===== config.mk =====
export PLATFORM = sky130hd
export DESIGN_NAME = aes_core_sequencer
export DESIGN_NICKNAME = d
export VERILOG_FILES = /design/src/rtl/aes_core_sequencer.sv
export SDC_FILE = /design/constraint.sdc
export NUM_CORES = 1
export LEC_CHECK = 0
export ABC_AREA = 1
export BUFFER_PORTS_ARGS = -buffer_cell sky130_fd_sc_hd__buf_2
export CORE_AREA = 5 5 450 452
export DETAILED_ROUTE_END_ITERATION = 8
export DIE_AREA = 0 0 455 457
export GPL_TIMING_DRIVEN = 0
export PLACE_DENSITY = 0.38
export SYNTH_ARGS = -nofsm -noshare
export SYNTH_HDL_FRONTEND = slang
export SYNTH_SLANG_ARGS = --single-unit

===== constraint.sdc =====
create_clock -name clk -period 5.53 [get_ports clk]
set_input_delay 0.2765 -clock clk [delete_from_list [all_inputs] [get_ports clk]]
set_output_delay 0.2765 -clock clk [all_outputs]
set_load 0.005 [all_outputs]

===== src/rtl/aes_core_sequencer.sv =====
// aes_core_sequencer: owns the AES core init/next handshake. Accepts a key
// load, then a stream of 128-bit blocks over valid/ready, pulses the core,
// waits for its response (with timeout) and presents results over valid/ready.
// Optional CBC chaining is built when AES_SEQ_CBC_EN is defined; the default
// build is plain ECB with no chain register.
module aes_core_sequencer #(
    parameter int unsigned TIMEOUT_CYCLES = 1023,
    parameter int unsigned TO_W           = 10
) (
    input  logic         clk,
    input  logic         rst_n,
    input  logic         key_load,
    input  logic [255:0] key_in,
    input  logic         keylen_in,
    input  logic         encdec_in,
    input  logic [127:0] iv_in,
    input  logic         blk_valid,
    output logic         blk_ready,
    input  logic [127:0] blk_data,
    output logic         res_valid,
    input  logic         res_ready,
    output logic [127:0] res_data,
    output logic         core_encdec,
    output logic         core_keylen,
    output logic [255:0] core_key,
    output logic [127:0] core_block,
    output logic         core_init,
    output logic         core_next,
    input  logic         core_ready,
    input  logic         core_valid,
    input  logic [127:0] core_result,
    output logic         key_ok,
    output logic         busy,
    output logic         err
);

    typedef enum logic [2:0] {
        S_IDLE,
        S_KINIT,
        S_KWAIT,
        S_KEYED,
        S_BSTART,
        S_BWAIT,
        S_OUT
    } state_t;

    localparam logic [TO_W-1:0] TO_LIMIT = TO_W'(TIMEOUT_CYCLES);

    state_t          state;
    state_t          state_nx;
    logic [TO_W-1:0] to_cnt;
    logic            blank;
    logic            in_wait;
    logic            in_wait_nx;
    logic            key_take;
    logic            key_bad;
    logic            key_done;
    logic            blk_take;
    logic            capture;
    logic            timeout;

`ifdef AES_SEQ_CBC_EN
    logic [127:0] chain;
`else
    logic unused_iv;
    assign unused_iv = ^iv_in;
`endif

    // The first cycle of each wait state ignores the core so that stale
    // ready/valid from before the start pulse cannot be mistaken for a response.
    assign blank      = (to_cnt == '0);
    assign in_wait    = (state == S_KWAIT) || (state == S_BWAIT);
    assign in_wait_nx = (state_nx == S_KWAIT) || (state_nx == S_BWAIT);

    // A key load in KEYED takes priority, so the block side is not offered.
    assign blk_ready = (state == S_KEYED) && !key_load;

    // State register.
    always_ff @(posedge clk or negedge rst_n) begin
        if (!rst_n) begin
            state <= S_IDLE;
        end else begin
            state <= state_nx;
        end
    end

    // Next-state decode and single-cycle event strobes.
    always_comb begin
        state_nx = state;
        key_take = 1'b0;
        key_bad  = 1'b0;
        key_done = 1'b0;
        blk_take = 1'b0;
        capture  = 1'b0;
        timeout  = 1'b0;
        case (state)
            S_IDLE: begin
                if (key_load) begin
                    key_take = 1'b1;
                    state_nx = S_KINIT;
                end
            end
            S_KINIT: begin
                key_bad  = key_load;
                state_nx = S_KWAIT;
            end
            S_KWAIT: begin
                key_bad = key_load;
                if (!blank && core_ready) begin
                    key_done = 1'b1;
                    state_nx = S_KEYED;
                end else if (to_cnt == TO_LIMIT) begin
                    timeout  = 1'b1;
                    state_nx = S_IDLE;
                end
            end
            S_KEYED: begin
                if (key_load) begin
                    key_take = 1'b1;
                    state_nx = S_KINIT;
                end else if (blk_valid) begin
                    blk_take = 1'b1;
                    state_nx = S_BSTART;
                end
            end
            S_BSTART: begin
                key_bad  = key_load;
                state_nx = S_BWAIT;
            end
            S_BWAIT: begin
                key_bad = key_load;
                if (!blank && core_valid && core_ready) begin
                    capture  = 1'b1;
                    state_nx = S_OUT;
                end else if (to_cnt == TO_LIMIT) begin
                    timeout  = 1'b1;
                    state_nx = S_IDLE;
                end
            end
            S_OUT: begin
                key_bad = key_load;
                if (res_ready) begin
                    state_nx = S_KEYED;
                end
            end
            default: begin
                state_nx = S_IDLE;
            end
        endcase
    end

    // Registered outputs, key/block latches, timeout counter and chaining.
    always_ff @(posedge clk or negedge rst_n) begin
        if (!rst_n) begin
            core_init   <= 1'b0;
            core_next   <= 1'b0;
            core_key    <= '0;
            core_keylen <= 1'b0;
            core_encdec <= 1'b0;
            core_block  <= '0;
            res_data    <= '0;
            res_valid   <= 1'b0;
            key_ok      <= 1'b0;
            busy        <= 1'b0;
            err         <= 1'b0;
            to_cnt      <= '0;
`ifdef AES_SEQ_CBC_EN
            chain       <= '0;
`endif
        end else begin
            // Pulses and status are decoded from the next state so they are
            // flops aligned with the state they describe.
            core_init <= (state_nx == S_KINIT);
            core_next <= (state_nx == S_BSTART);
            res_valid <= (state_nx == S_OUT);
            busy      <= !((state_nx == S_IDLE) || (state_nx == S_KEYED));

            if (in_wait_nx && (state_nx != state)) begin
                to_cnt <= '0;
            end else if (in_wait) begin
                to_cnt <= to_cnt + TO_W'(1);
            end

            if (key_take) begin
                core_key    <= key_in;
                core_keylen <= keylen_in;
                core_encdec <= encdec_in;
                err         <= 1'b0;
                key_ok      <= 1'b0;
`ifdef AES_SEQ_CBC_EN
                chain       <= iv_in;
`endif
            end else if (key_bad || timeout) begin
                err <= 1'b1;
            end

            if (timeout) begin
                key_ok <= 1'b0;
            end else if (key_done) begin
                key_ok <= 1'b1;
            end

            if (blk_take) begin
`ifdef AES_SEQ_CBC_EN
                core_block <= core_encdec ? (blk_data ^ chain) : blk_data;
`else
                core_block <= blk_data;
`endif
            end

            // In decrypt mode core_block still holds the ciphertext, which
            // becomes the next chain value once this result is unmasked.
            if (capture) begin
`ifdef AES_SEQ_CBC_EN
                if (core_encdec) begin
                    res_data <= core_result;
                    chain    <= core_result;
                end else begin
                    res_data <= core_result ^ chain;
                    chain    <= core_block;
                end
`else
                res_data <= core_result;
`endif
            end
        end
    end

endmodule


Yosys cells after proc, flatten, opt, wreduce, memory -nomap -nowiden
Cells that the tools add are included.
Widths: inputs -> output; s select.
- bits in registers: 533
- bits of input ports: 649
- word-level logic and storage cells: 77
- add/sub/neg operators: 1
- equality and inequality tests: 14
- mux-type cells: 29
- reduce and logical (&&, ||, !) cells: 20
- operator list (cell ; number):
    $mux 3 ; 7
    $pmux 3 s7 ; 1
    $mux 10 ; 2
    $eq 3x3->1 const B ; 6
    $mux 1 ; 18
    $eq 3x2->1 const B ; 4
    $add 10x1->10 const B ; 1
    $eq 10x10->1 const B ; 1
    $logic_not 10->1 ; 1
    $eq 3x1->1 const B ; 2
    $logic_not 3->1 ; 2
    $logic_and 1x1->1 ; 5
    $reduce_or 5->1 ; 1
    $logic_or 1x1->1 ; 4
    $reduce_bool 2->1 ; 2
    $logic_not 1->1 ; 3
    $ne 3x3->1 ; 1
    $reduce_bool 3->1 ; 1
    $pmux 1 s2 ; 1
    $reduce_or 2->1 ; 1

Longest topological paths before layout
Gate-level depths: netlist of the first run.
- depth after elaboration: 10
- mapped depth: 14
- gate-level depth less buffers: 14

Least setup slack after synthesis of the first run
No wires, ideal clock.
- path kind: flip-flop to flip-flop
- start: register to_cnt[0]
- end: register to_cnt[1]
- library setup time: 122 ps
- arrival time: 1745 ps
- data required time: 5408 ps
- setup slack: 3663 ps
- stages on the path, launching flop included: 15
- path buffers: 0
- path through: dfrtp_1 > ha_1 > nand3_1 > nor2_1 > nand3_1 > nand2_1 > inv_2 > nand2_1 > inv_1 > nor2_1 > nand2_1 > nand2_1 > nand2_2 > nor2_8 > nor2_2
- cells in the longest elaborated chain, start to end: 10
- ends and longest elaborated chain (what ; line ; text):
    start: declaration ; 51 ; logic [TO_W-1:0] to_cnt;
    start signal: assignment ; 181 ; to_cnt <= to_cnt + TO_W'(1);
    $logic_not 10->1 ; 71 ; assign blank = (to_cnt == '0);
    $logic_not 1->1 ; 109, 132 ;
    $logic_and 1x1->1 (2 in a row) ; 132 ; if (!blank && core_valid && core_ready) begin
    $mux 3 ; 132 ;
    $pmux 3 s7 ; 96 ; case (state)
    $eq 3x2->1 or $eq 3x3->1 (tied branches) ; 73 ; assign in_wait_nx = (state_nx == S_KWAIT) || (state_nx == S_BWAIT);
    $logic_or 1x1->1 ; 73 ;
    $logic_and 1x1->1 ; 178 ; if (in_wait_nx && (state_nx != state)) begin
    $mux 10 or $reduce_bool 2->1 (tied branches) ; -- ;
Several ways; a longest one is shown, not always the timed one. The select of a mux whose other input is x is not followed.
A chain may end at the register's enable or synchronous reset.

Worst setup path in the final report of the first run
- start: register to_cnt[0]
- end: register res_data[93]
- cells in the longest elaborated chain, start to end: 6
- ends and longest elaborated chain (what ; line ; text):
    $logic_not 10->1 ; 71 ;
    $logic_not 1->1 ; 132 ;
    $logic_and 1x1->1 (2 in a row) ; 132 ;
    $mux 1 ; 132 ;
    $mux 1 ; 96 ;
    end signal: assignment ; 223 ; res_data <= core_result;
    end: declaration ; 22 ; output logic [127:0] res_data,
No other way between the ends.

==> results of run 1 <==
placed cells by master, fill, tap and decap left out, drive strengths merged:
master       count
bufinv           4
xnor2            1
or2              1
ha               2
clkinv          19
xor2             6
nand3           17
clkinvlp         3
dlygate4sd3    520
a21oi            9
a31oi            1
inv             29
o21a             1
nand4            6
dfrtp          533
nor3             4
diode           27
nand2         1576
o21ai            1
clkbuf         168
nor2            30
buf           1089
power breakdown:
| group | total [W] | switching [W] | internal [W] |
|---|---|---|---|
| clock network | 0.00482 | 0.00200 | 0.00282 |
| registers | 0.00628 | 0.000839 | 0.00545 |
| logic | 0.00631 | 0.00397 | 0.00234 |
metal layers:
metal / GRT usage / vias to the layer above / wire length, um
li1: - / 10400 / -
met1: 0.141 / 10400 / 52400
met2: 0.206 / 892 / 61900
met3: 0.0473 / 180 / 13200
met4: 0.0318 / 34 / 3170
met5: 0 / - / 187
through the flow:
step / util / hold slack (ps) / setup TNS, ps / cells
after floorplan: - / -19.1 / 0 / 2323
after global placement: 0.145 / 449 / -4454100 / 6020
after detailed placement: 0.146 / 258 / 0 / 6025
after CTS: 0.184 / 29.1 / 0 / 6676
after global routing: 0.185 / 113 / 0 / 6690
final: 0.185 / 135 / 0 / 6703
how the worst max path moves through the flow:
| stage | end | start | cells after the start |
|---|---|---|---|
| after global routing | core_block[31] | state[1] | 9 |
| after global placement | core_block[18] | rst_n | 1 |
| after detailed placement | core_block[28] | state[1] | 9 |
| final | res_data[93] | to_cnt[0] | 11 |
| after floorplan | to_cnt[1] | to_cnt[0] | 14 |
| after CTS | core_block[28] | state[1] | 9 |
layout make-up:
type	instances	share of cell area
diodes	27	0.00184
multi-input cells	1655	0.175
well taps	2656	0.0906
repair buffers	1566	0.288
plain buffers	112	0.0128
flip-flops and latches	533	0.364
inverters	23	0.00235
clock inverters	32	0.00884
clock buffers	99	0.0563
worst reg2reg max path: cells and delay by family, from the launching register on:
| kind | cells | cell delay, ps |
|---|---|---|
| fa+ha+maj | 1 | 200 |
| simple gates | 6 | 960 |
| flops | 1 | 420 |
| buf+inv | 4 | 1030 |
sequential cells by signal, summed over array words and instances (netlist names):
signal,count
res_valid,1
res_data,128
core_keylen,1
to_cnt,10
core_encdec,1
busy,1
core_key,256
core_block,128
err,1
core_init,1
state,3
key_ok,1
core_next,1
cells in the mapped netlist (all sizes together):
master	count
nor3	4
buf	43
or2	1
clkbuf	69
xor2	6
ha	2
a21oi	9
nor2	30
xnor2	1
nand4	6
nand3	17
a31oi	1
inv	23
nand2	1576
dfrtp	533
o21ai	1
o21a	1
kinds of logic (layout without fill, tap and decap cells):
logic type | after synthesis | after routing | synth area share
other | 0 | 27 | 0
AND/OR/NAND/NOR | 1634 | 1634 | 0.309
XOR/XNOR | 7 | 7 | 0.00302
flip-flops | 533 | 533 | 0.656
adder cells (fa/ha/maj) | 2 | 2 | 0.00123
buffers and inverters | 135 | 1832 | 0.0272
AO/OA/AOI/OAI | 12 | 12 | 0.00314
==> results.toml, run 1 <==
[critical_path]
worst_path_most_repeated_cell = "nand2_1"
endpoint_kind = "flip-flop"
crit_slowest_cell = "dfrtp_1"
path_class = "reg -> reg"
cp_data_arrival_time_ps = 3270
start_kind = "flip-flop"
required_ps = 6090
rr_worst_depth = 11
path_buf_inv = 4
rrSetupSlack_ps = 2830
critPathMaxStageDelay_ps = 420
cp_max_fo = 10
reg2reg_from = "to_cnt[0]"
path_cells = "inv_1 > ha_1 > nand2_1 > nor2_1 > nand2_1 > nand4_2 > inv_2 > buf_2 > buf_2 > nand2_1 > nand2_1"
cp_top_family = "buffers and inverters"
rr_endpoint = "res_data[93]"

[cts]
cts_buffers = 74
cts_resized = 0
cts_tree = "yes"
cts_buffer_depth = 3
cts_root_buffer = "clkbuf_16"
clock_sinks = 533
path_clk_slew_ps = 50
cts_hold_buf = 520
htreeDepth = 3
postCtsSetupBuffers = 0
insertion_delay_ps = 670

[power_and_ir_drop]
power_density_nw_per_um2 = 475
fin_total_pwr_w = 0.0174
vdd_drop_max_v = 0.000247
cellLeakagePower_nw = 19.7

[routing]
routed_via_density = 3.26
final_antenna_net_count = 0
drc = 0
drt_pass1_iterations = 8
drt-initial-drc-count = 1259
drt_wl_total_mm = 131
wire_per_inst_um = 19.5
vias = 21900

[synth]
avgSynthCellArea_um2 = 8.75
synth.top_cell.area_share = 0.656
syn_inst = 2323
synth_nets = 2974
synth_area_leaders = "dfrtp_1 (66%), nand2_1 (29%), clkbuf_1 (1.3%)"
synth_warnings = 0
ys_ff_latch = 533
synth_top_area_cell = "dfrtp_1"
synth_area_um2 = 20300
synth_cell_types = 28
synth.yosys.seq_area_share = 0.656

[timing]
period_minus_slack_ps = 2700
fin_ws_ps = 2830
setup_viol = 0
grt_setup_unrepaired = "no"
skew_ps = 43.8
fmax_ghz = 0.370
tightest_slew_ps = 1060
final_max_slew_viol_count = 0
finalHoldViolCount = 0
slew_headroom = 0.296
fin_crit_sh = 0.489

[global_routing]
grt_max_degree = 110
grt_antenna_before_repair = 78
grt_pass1_wl_mm = 178
grt_usage = 0.121
first_global_vias = 22800
grt_overflow_total = 0

[placed_design]
preCtsSetupSlack_ps = 2570
dp_hpwl_mm = 107
place_area_um2 = 29000
place.port_buffers = 1041
gp_congestion = 0.872

[cells_and_area]
drive_gt1_frac = 0.307
seqCellArea_um2 = 13300
layout.nets = 4616
nFillCells = 22500
finalInstanceArea_um2 = 36700
area_delta_synth_final_pct = 80.4
multi_input_area_um2 = 6430

[floorplan]
start_util = 0.102
die_area_um2 = 208000
die_w_um = 455
rows = 164
fp.dieH_um = 457
core-area_um2 = 198000
boundaryPins = 1170

[job]
cap_viol_max_count = 0

[min_path]
hold_class = "in -> async"

[outcome]
status = "complete, no violations"
Power figures use the tool's default switching activity.
==> run 2: changes to the inputs <==
==> config.mk (replaced) <==
export PLATFORM = sky130hd
export DESIGN_NAME = aes_core_sequencer
export DESIGN_NICKNAME = d
export VERILOG_FILES = /design/src/rtl/aes_core_sequencer.sv
export SDC_FILE = /design/constraint.sdc
export NUM_CORES = 1
export LEC_CHECK = 0
export ABC_AREA = 0
export BUFFER_PORTS_ARGS = -buffer_cell sky130_fd_sc_hd__buf_2
export CORE_AREA = 5 5 453 455
export DETAILED_ROUTE_END_ITERATION = 8
export DIE_AREA = 0 0 458 460
export GPL_TIMING_DRIVEN = 0
export PLACE_DENSITY = 0.37
export SYNTH_ARGS = -nofsm -noshare
export SYNTH_HDL_FRONTEND = slang
export SYNTH_SLANG_ARGS = --single-unit
==> constraint.sdc (replaced) <==
create_clock -name clk -period 2.7 [get_ports clk]
set_input_delay 0.135 -clock clk [delete_from_list [all_inputs] [get_ports clk]]
set_output_delay 0.135 -clock clk [all_outputs]
set_load 0.005 [all_outputs]
==> results.toml, run 2 <==
[global_routing]
grt_antenna_before_repair = 59
first_global_vias = 18600
grt_usage = 0.101
grt_use_met3 = 0.0404
grt_max_degree = 107
grt_pass1_wl_mm = 150
grt_busiest_layer = "met2"
grtUsageMet2 = 0.161
grt_overflow_total = 0
met1_usage = 0.122

[cells_and_area]
top_register = "core_key"
final_common_cell = "buf_2"
stdcell_count = 5588
final_cell_mix = "buf_2 (1080), dfrtp_1 (533), dlygate4sd3_1 (521), mux2_2 (514), clkbuf_16 (74)"
area_delta_synth_final_pct = 83.0
largest_reg_flops = 256
fin_util = 0.183
reg.largest.list = "core_key x256, core_block x128, res_data x128"
layout.nets = 3494
drive_gt1_frac = 0.600

[cts]
path_clk_slew_ps = 60
insertion_delay_ps = 690
clock_sinks = 533
cts_root_buffer = "clkbuf_16"
cts_tree = "yes"
postCtsSetupBuffers = 0
cts_buffer_depth = 3
htreeDepth = 3
cts_buffers = 74

[timing]
setup_viol = 0
final_max_slew_viol_count = 0
fmax_ghz = 0.401
skew_ps = 45.6
whs_ps = 156
period_minus_slack_ps = 2490
fin_crit_sh = 0.924
tns_ps = 0
finalHoldViolCount = 0
slew_headroom = 0.581
tightest_slew_ps = 628

[power_and_ir_drop]
fin_total_pwr_w = 0.0376
cellLeakagePower_nw = 16.9
vdd_drop_max_v = 0.000501
power_density_nw_per_um2 = 1030

[synth]
synth_common_cells = "dfrtp_1 (533), mux2_2 (514), buf_2 (43), nor2_1 (15), nand2_1 (12)"
synth.yosys.seq_area_share = 0.666
ys.flop_type = "dfrtp_1"
synth_area_leaders = "dfrtp_1 (67%), mux2_2 (29%), buf_2 (1.1%)"
ys_ff_latch = 533
syn_inst = 1198
synth.top_cell.area_share = 0.666
synth_area_um2 = 20000
synth_top_area_cell = "dfrtp_1"
avgSynthCellArea_um2 = 16.7
synth_edf_count = 0
synth_nets = 1849
synth_warnings = 0
yosysMostFrequentCell = "dfrtp_1"
async_flop_share = 1.00
synth_cell_types = 38

[floorplan]
start_util = 0.0998
core-area_um2 = 201000
rows = 165
fp.dieH_um = 460
boundaryPins = 1170
die_w_um = 458
die_area_um2 = 211000

[placed_design]
place.port_buffers = 1041
dp_hpwl_mm = 88.9
gp_congestion = 0.815
dp_cells = 4917

[routing]
drc = 0
vias = 16800
drt-initial-drc-count = 508
final_antenna_net_count = 0
drt_pass1_iterations = 4
drt_wl_total_mm = 110
wire_per_inst_um = 19.6
routed_via_density = 3.01

[critical_path]
path_cells = "buf_2 > xor2_1 > nor2_4 > clkbuf_4 > buf_4 > mux2_2"
path_class = "reg -> reg"
cp_data_arrival_time_ps = 3030
cp_max_fo = 10
required_ps = 3230
crit_slowest_cell = "clkbuf_4"
critPathMaxStageDelay_ps = 470
endpoint_kind = "flip-flop"
cp_top_family = "buffers and inverters"
start_kind = "flip-flop"
path_buf_inv = 3

[outcome]
status = "complete, no violations"

[min_path]
hold_class = "in -> reg"

[job]
cap_viol_max_count = 0
[run 2: layer usage]
| metal | vias to the layer above | part of all wire |
|---|---|---|
| met1 | 8176 | 0.41 |
| li1 | 7574 | - |
| met5 | - | 0.0025 |
| met4 | 28 | 0.036 |
| met3 | 164 | 0.099 |
| met2 | 861 | 0.45 |
[run 2: cells by family (layout without fill, tap and decap cells)]
| kind of cell | after synthesis | count (layout) | share of synthesized area |
|---|---|---|---|
| buffers and inverters | 63 | 1761 | 0.0162 |
| multiplexers | 514 | 514 | 0.289 |
| adder cells (fa/ha/maj) | 2 | 2 | 0.00125 |
| other | 0 | 20 | 0 |
| AO/OA/AOI/OAI | 25 | 25 | 0.0101 |
| AND/OR/NAND/NOR | 51 | 51 | 0.0137 |
| XOR/XNOR | 10 | 10 | 0.00437 |
| flip-flops | 533 | 533 | 0.666 |
[run 2: repair_timing]
action / CTS / global route
hold buffers: 522 / 0
hold endpoints to repair: 753 / 0
endpoints found under the setup margin: 339 / 0
gates resized for setup: 8 / 0
[run 2: final timing paths]
path / startpoint / end / slack [ps] / cells after the start
max in group asynchronous: rst_n / res_data[105] / 310 / 6
worst max-delay path: state[0] / core_key[189] / 210 / 6
worst min-delay path: blk_valid / state[1] / 160 / 5
min in group asynchronous: rst_n / core_key[120] / 560 / 4
worst min register to register: res_data[60] / res_data[60] / 500 / 1
worst max register to register: state[0] / core_key[189] / 210 / 6
[run 2: metrics by stage]
step	setup slack (ps)	instance area, um^2
floorplan	719	20000
global placement	-11370	28600
detailed placement	-993	28800
CTS	62.5	36600
global route	-2.35	36600
finish	206	36700
[run 2: layout make-up]
class / instances / area (um^2)
inverter: 5 / 18.8
timing repair buffer: 1569 / 10600
antenna: 20 / 50.0
multi-input combinational: 602 / 6400
clock inverter: 27 / 518
tap: 2672 / 3340
buffer: 58 / 318
clock buffer: 102 / 2070
fill: 22100 / 164000
sequential: 533 / 13300
[run 2: report_power, final]
group / total (W) / internal, W / switching [W] / leakage [nW]
clock: 0.0105 / 0.00630 / 0.00416 / 1.24
combinational: 0.0133 / 0.00703 / 0.00627 / 9.16
sequential: 0.0139 / 0.0118 / 0.00203 / 6.50
total: 0.0376 / 0.0252 / 0.0125 / 16.9
[run 2: tightest hold or removal path: stages]
cell and delay, ps:
buf_2 110, o21ai_0 220, a21o_1 140, o32ai_1 100, nand2_1 70
==> run 3: changes to the inputs <==
--- a/config.mk
+++ b/config.mk
@@ -7,11 +7,12 @@
 export LEC_CHECK = 0
 export ABC_AREA = 0
 export BUFFER_PORTS_ARGS = -buffer_cell sky130_fd_sc_hd__buf_2
-export CORE_AREA = 5 5 453 455
+export CORE_AREA = 5 5 448 450
 export DETAILED_ROUTE_END_ITERATION = 8
-export DIE_AREA = 0 0 458 460
+export DIE_AREA = 0 0 453 455
 export GPL_TIMING_DRIVEN = 0
-export PLACE_DENSITY = 0.37
+export MAX_ROUTING_LAYER = met4
+export PLACE_DENSITY = 0.38
 export SYNTH_ARGS = -nofsm -noshare
 export SYNTH_HDL_FRONTEND = slang
 export SYNTH_SLANG_ARGS = --single-unit
==> results.toml, run 3 (synthesized netlist as in run 2, its figures left out) <==
[outcome]
status = "finished, violations left"
violations = "DRC"

[critical_path]
crit_slowest_cell = "dfrtp_1"
endpoint_kind = "flip-flop"
required_ps = 3260
path_cells = "inv_1 > nand2_1 > nor2_4 > buf_8 > clkbuf_2 > buf_2 > mux2_2"
path_buf_inv = 4
critPathMaxStageDelay_ps = 450
cp_max_fo = 10
rrSetupSlack_ps = 190
cp_data_arrival_time_ps = 3070
path_class = "reg -> reg"
cp_top_family = "buffers and inverters"
start_kind = "flip-flop"

[routing]
final_antenna_net_count = 0
wire_per_inst_um = 21.1
routed_via_density = 3.04
drt_wl_total_mm = 117
drc = 6
drt_pass1_iterations = 8
vias = 16900
drt-initial-drc-count = 749

[global_routing]
grt_antenna_before_repair = 62
grt_pass1_wl_mm = 156
first_global_vias = 18600
grt_usage = 0.113
grt_overflow_total = 0
grt_max_degree = 108

[timing]
fin_crit_sh = 0.930
setup_viol = 0
slew_headroom = 0.542
period_minus_slack_ps = 2510
fmax_ghz = 0.398
tns_ps = 0
finalHoldViolCount = 0
final_max_slew_viol_count = 0
grt_setup_unrepaired = "no"
skew_ps = 26.7
tightest_slew_ps = 688

[cells_and_area]
nFillCells = 21700
final_cell_mix = "buf_2 (1080), dfrtp_1 (533), dlygate4sd3_1 (521), mux2_2 (514), clkbuf_16 (72)"
largest_reg_flops = 256
final_common_cell = "buf_2"
finalInstanceArea_um2 = 36500
fin_util = 0.186
top_register = "core_key"
area_delta_synth_final_pct = 81.9
layout.nets = 3493
drive_gt1_frac = 0.599
reg.largest.list = "core_key x256, core_block x128, res_data x128"

[floorplan]
core-area_um2 = 196000
die_area_um2 = 206000
die_w_um = 453
rows = 163
boundaryPins = 1170
fp.dieH_um = 455
start_util = 0.102

[job]
cap_viol_max_count = 0

[cts]
cts_tree = "yes"
insertion_delay_ps = 670
path_clk_slew_ps = 60
cts_root_buffer = "clkbuf_16"
clock_sinks = 533
cts_buffers = 72
cts_buffer_depth = 3
htreeDepth = 3

[placed_design]
gp_congestion = 0.845
place.port_buffers = 1041
place_area_um2 = 28700
dp_hpwl_mm = 97.2

[power_and_ir_drop]
vdd_drop_max_v = 0.000527
cellLeakagePower_nw = 16.8
power_density_nw_per_um2 = 1020

[min_path]
hold_class = "in -> async"
run 3: cell types whose count changed in the layout (fill, tap and decap cells not counted), moves of 2 or more:
cell       previous run  this run
clkbuf_16            74        72
bufinv_16             9         5
buf_8                 1         3
diode_2              20        32
buf_4                12        10
clkinv_4              4         0
clkinv_2              3         9
run 3: tightest hold or removal path, stage by stage:
cell and delay [ps]:
dlygate4sd3_1 560, buf_8 190, buf_16 300
run 3: layer usage:
metal	track usage	vias to the layer above	share of wire
met2	0.182	681	0.48
met4	0.0364	0	0.032
met3	0.0347	156	0.084
met5	-	-	0
met1	0.134	8463	0.40
li1	-	7603	-
run 3: power by group:
group,internal (W),leakage (nW),switching [W]
sequential,0.0118,6.50,0.00204
clock,0.00575,1.15,0.00404
combinational,0.00705,9.16,0.00656
total,0.0246,16.8,0.0126
run 3: final timing paths:
path / startpoint / end / cells after the start
worst min-delay path: rst_n / res_data[87] / 3
max in group asynchronous: rst_n / core_key[213] / 4
worst max register to register: state[2] / core_key[105] / 7
min in group clk: blk_valid / state[1] / 5
worst min register to register: core_block[48] / core_block[48] / 1
worst max-delay path: state[2] / core_key[105] / 7
run 3: area by class of cell:
cell class                 count  area [um^2]  share of cell area
inverter                       5         18.8            0.000515
buffer                        58          315             0.00865
tap                         2640         3300              0.0906
clock buffer                 101         2020              0.0554
sequential                   533        13300               0.366
multi-input combinational    602         6390               0.175
clock inverter                25          359             0.00985
timing repair buffer        1570        10600               0.292
antenna                       32         80.1             0.00220
run 3: through the flow:
| stage | setup slack (ps) | hold slack (ps) | cells | total power (W) |
|---|---|---|---|---|
| after global placement | -11440 | 366 | 4879 | 0.0272 |
| after detailed placement | -484 | 133 | 4886 | 0.0273 |
| final | 190 | 85.1 | 5566 | 0.0373 |
| after floorplan | 719 | -161 | 1198 | 0.0191 |
| after global routing | 2.67 | 55.6 | 5560 | 0.0397 |
| after CTS | 31.8 | 14.4 | 5534 | 0.0383 |
run 3: repair_timing:
action / in CTS / in global routing
endpoints found under the hold margin: 851 / 0
buffers inserted: 0 / 0
pin swaps: 0 / 0
hold buffers: 522 / 0
endpoints found under the setup margin: 276 / 9
resized for setup: 5 / 2
